## src/rtl/core_pkg.sv

```systemverilog
// rtl/core_pkg.sv - shared state type and memory-port constants for the memory-access stage
package core_pkg;

    localparam int MEM_W     = 16;
    localparam int HALF_STEP = 2;

    typedef enum logic {
        ST_IDLE = 1'b0,
        ST_HIGH = 1'b1
    } state_t;

endpackage

```

## src/rtl/mem_access_split.sv

```systemverilog
// rtl/mem_access_split.sv - splits 32-bit load/store requests into one or two 16-bit memory beats
module mem_access_split
    import core_pkg::state_t;
    import core_pkg::ST_IDLE;
    import core_pkg::ST_HIGH;
    import core_pkg::HALF_STEP;
#(
    parameter int ADDR_W = 32,
    parameter int DATA_W = 32,
    parameter int MEM_W  = core_pkg::MEM_W
) (
    input  logic              clk_i,
    input  logic              rst_i,
    input  logic              req_valid_i,
    input  logic              req_write_i,
    input  logic              req_word_i,
    input  logic [ADDR_W-1:0] req_addr_i,
    input  logic [DATA_W-1:0] req_wdata_i,
    output logic              stall_o,
    output logic              misaligned_o,
    output logic [ADDR_W-1:0] data_mem_addr_o,
    output logic [MEM_W-1:0]  data_mem_wdata_o,
    output logic              data_mem_we_o,
    output logic              data_mem_re_o,
    output logic              mem_to_reg_o
);

    state_t              state;
    logic [ADDR_W-1:0]   hi_addr;
    logic [MEM_W-1:0]    hi_data;
    logic                hi_write;

    logic aligned_req;
    assign aligned_req = req_valid_i && !req_addr_i[0];

    always_ff @(posedge clk_i or posedge rst_i) begin
        if (rst_i) begin
            state    <= ST_IDLE;
            hi_addr  <= '0;
            hi_data  <= '0;
            hi_write <= 1'b0;
        end else begin
            case (state)
                ST_IDLE: begin
                    if (aligned_req && req_word_i) begin
                        hi_addr  <= req_addr_i + ADDR_W'(HALF_STEP);
                        hi_data  <= req_wdata_i[DATA_W-1:MEM_W];
                        hi_write <= req_write_i;
                        state    <= ST_HIGH;
                    end
                end
                ST_HIGH: state <= ST_IDLE;
                default: state <= ST_IDLE;
            endcase
        end
    end

    // Outputs are gated by reset so a reset during the high beat silences the port without an edge.
    always_comb begin
        stall_o          = 1'b0;
        misaligned_o     = 1'b0;
        data_mem_addr_o  = '0;
        data_mem_wdata_o = '0;
        data_mem_we_o    = 1'b0;
        data_mem_re_o    = 1'b0;
        mem_to_reg_o     = 1'b0;
        if (!rst_i) begin
            case (state)
                ST_IDLE: begin
                    if (req_valid_i && req_addr_i[0]) begin
                        misaligned_o = 1'b1;
                    end else if (aligned_req) begin
                        data_mem_addr_o  = req_addr_i;
                        data_mem_wdata_o = req_wdata_i[MEM_W-1:0];
                        data_mem_we_o    = req_write_i;
                        data_mem_re_o    = !req_write_i;
                        mem_to_reg_o     = !req_write_i;
                        stall_o          = req_word_i;
                    end
                end
                ST_HIGH: begin
                    data_mem_addr_o  = hi_addr;
                    data_mem_wdata_o = hi_data;
                    data_mem_we_o    = hi_write;
                    data_mem_re_o    = !hi_write;
                    mem_to_reg_o     = !hi_write;
                end
                default: ;
            endcase
        end
    end

endmodule

```

## config.mk

```make
export PLATFORM = sky130hd
export DESIGN_NAME = mem_access_split
export DESIGN_NICKNAME = d
export VERILOG_FILES = /design/src/rtl/core_pkg.sv /design/src/rtl/mem_access_split.sv
export SDC_FILE = /design/constraint.sdc
export NUM_CORES = 1
export LEC_CHECK = 0
export ABC_AREA = 1
export CAP_MARGIN = 25
export CORE_UTILIZATION = 42
export CTS_BUF_LIST = sky130_fd_sc_hd__clkbuf_8
export DETAILED_ROUTE_END_ITERATION = 10
export PLACE_DENSITY = 0.76
export SYNTH_ARGS = -nofsm -noshare
export SYNTH_HDL_FRONTEND = slang
export SYNTH_SLANG_ARGS = --single-unit
```

## constraint.sdc

```tcl
create_clock -name clk_i -period 2.8 [get_ports clk_i]
set_input_delay 0.42 -clock clk_i [delete_from_list [all_inputs] [get_ports clk_i]]
set_output_delay 0.42 -clock clk_i [all_outputs]
set_load 0.01 [all_outputs]
```

==> out/metrics.yaml <==
outcome: "complete, no violations"
max_freq_mhz: 370
layout-drive-gt1-share_pct: 5.47
synth_edf_count: 0
synth.net_count: 597
max_cap_violations: 0
clock_skew_ns: 0.00632
cts_tree: "built"
holdPathStages: 2
critPathCaptureType: "output pin"
die_area_sq_mm: 0.00843
synthAdderAreaFrac_pct: 0.369
grt_use_total_pct: 24.8
dieWidth_um: 91.8
vdd_drop_max_mv: 0.187
r2r_setup_slack_ns: 1.10
grt_pass1_wl_um: 16800
viasPerCell: 5.08
ant_nets: 0
relSlewSlack_pct: 59.4
postSynthAreaPerCell_sq_um: 6.43
synthArstFlopShare_pct: 100
vias: 3771
ys_seq_area_share_pct: 36.9
gp_congestion: 0.838
min_period_over_period_pct: 96.5
yosys_warnings: 0
hold_buffers: 0
final_max_slew_viol_count: 0
clk_pin_slew_ns: 0.09
yosys.area_share.simple_pct: 36.5
worst-setup-path-type: "in -> out"
synth_cell_types: 27
synth_seq_cells: 50
core_area_sq_mm: 0.00777
initial_utilization_pct: 43.6
cp-start-kind: "primary input"
tightest_slew_ns: 0.609
place_hpwl_um: 7140
wl_um: 10000
io_buffer_count: 121
detail_route.wl_per_cell_um: 13.5
rsz0062_at_grt: "no"
powerDensity_mw_per_mm2: 417
final_area_sq_mm: 0.00483
cp.required_ns: 2.38
drc: 0
synth-xor-area-share_pct: 0.776
arrival_ns: 2.28
synthMuxAreaShare_pct: 0
cts_buffers: 5
drt_iter0_drc: 190
synth-main-ff-cell: "dfrtp_1"
synthTopCellsByArea: "dfrtp_1 (37%), nand2_1 (18%), nand3_1 (10%)"
die_y_um: 91.8
netlist_area_sq_mm: 0.00339
synth_top_area_share_pct: 36.9
place_inst: 734
grt_pass1_vias: 3664
ios: 122
ctsResizeCount: 0
finalSetupTns_ns: 0
nFillCells: 727
finalCoreUtilization_pct: 62.2
std_cell_rows: 32
holdCritPathClass: "reg -> reg"
setup_viol: 0
worstPathMaxFanout: 18
cts.sinks: 50
synth_top_family_by_area: "simple AND/OR/NAND/NOR gates"
h-tree-depth: 2
area_growth_pct: 42.6
grt_overflow: 0
synth-compound-area-share_pct: 13.3
hold-worst-slack_ns: 0.490
num_antenna_cells: 0
clock_latency_ns: 0.31
grt_start_max_net_pins: 83
drt_first_pass_iters: 5
yosysTopAreaCell: "dfrtp_1"
synthCells: 527
min_period_ns: 2.70
clockBufferDepth: 2
hold_viol_final: 0
cts_root_buf: "clkbuf_8"
antenna_found_initial: 0
fin_nets: 709
rr_worst_depth: 6
placed_area_sq_mm: 0.00469
postCtsSetupBuffers: 0
final_cells: 742
power_leakage_nw: 2.19
## cell usage in the layout (no fill, tap or decap)
master	instances
nand2_2	4
nor2_2	7
nand3_1	68
nor3_1	1
buf_12	2
ha_1	1
nand2_4	1
and2_1	1
nand2_1	159
clkdlybuf4s50_1	121
o22ai_1	16
nor2_1	40
nor2_4	4
o21ai_0	62
inv_2	3
dfrtp_1	50
or2_2	1
a211oi_1	1
a31oi_1	3
inv_1	75
clkbuf_8	6
buf_4	5
nand4_1	1
bufinv_16	2
xor2_1	3
o21ai_1	2
a21oi_1	1
## critical path, stage by stage
cell and delay (ns):
clkdlybuf4s50_1 0.46, inv_2 0.12, nand4_1 0.18, buf_4 0.25, o21ai_0 0.25, clkdlybuf4s50_1 0.59
## state kept, by name, summed over array words and instances, names as in the netlist
name,flops
hi_addr,32
state,1
hi_data,16
hi_write,1
## report_power, final
group | internal, mW | leakage [nW] | switching, mW | total (mW)
clock | 0.381 | 0.0714 | 0.247 | 0.628
sequential | 0.847 | 0.619 | 0.0597 | 0.907
combinational | 0.232 | 1.50 | 0.246 | 0.478
## cell type report
cell class / count / area, sq um / area share, %
Multi-Input combinational cell: 376 / 1730 / 35.8
Tap cell: 102 / 128 / 2.64
Clock buffer: 6 / 82.6 / 1.71
Clock inverter: 2 / 60.1 / 1.24
Timing Repair Buffer: 128 / 1290 / 26.7
Sequential cell: 50 / 1250 / 25.9
Inverter: 78 / 293 / 6.06
## routing by layer
layer  vias up  global-route usage (%)  part of all wire (%)
met5         -                       0                     0
met4         0                    6.38                   1.6
met3        15                    4.89                   7.2
met2       157                    42.8                    47
met1      1714                    31.7                    44
li1       1885                       -                     -
## cell usage after synthesis, types with 3 or more instances
master	count
inv_1	75
nor2_1	40
nor2_2	7
dfrtp_1	50
o22ai_1	16
xor2_1	3
clkbuf_1	6
nand3_1	68
o21ai_0	62
a31oi_1	3
nand2_1	159
buf_2	12
nand2_2	4
inv_2	3
nor2_4	4
## through the flow
stage	worst slack (ns)	power [mW]
2_1_floorplan	0.741	1.15
3_3_place_gp	0.135	1.38
3_5_place_dp	0.150	1.40
4_1_cts	0.143	2.03
5_1_grt	0.0284	2.12
6_report	0.0991	2.01
## path summary, 6_finish.rpt
check,start,endpoint
max in group asynchronous,rst_i,hi_addr[15]
worst min-delay path,hi_addr[20],hi_addr[20]
min in group asynchronous,rst_i,hi_write
worst max-delay path,rst_i,data_mem_addr_o[25]
worst min register to register,hi_addr[20],hi_addr[20]
worst max register to register,state,hi_addr[10]
## logic make-up (layout without fill, tap and decap cells)
family	count (synthesis)	in the layout
flip-flops	50	50
XOR/XNOR	3	3
AO/OA/AOI/OAI	85	85
adder cells (fa/ha/maj)	1	1
AND/OR/NAND/NOR	287	287
buffers and inverters	101	214
Note: power is estimated with default switching activity, not from simulation.
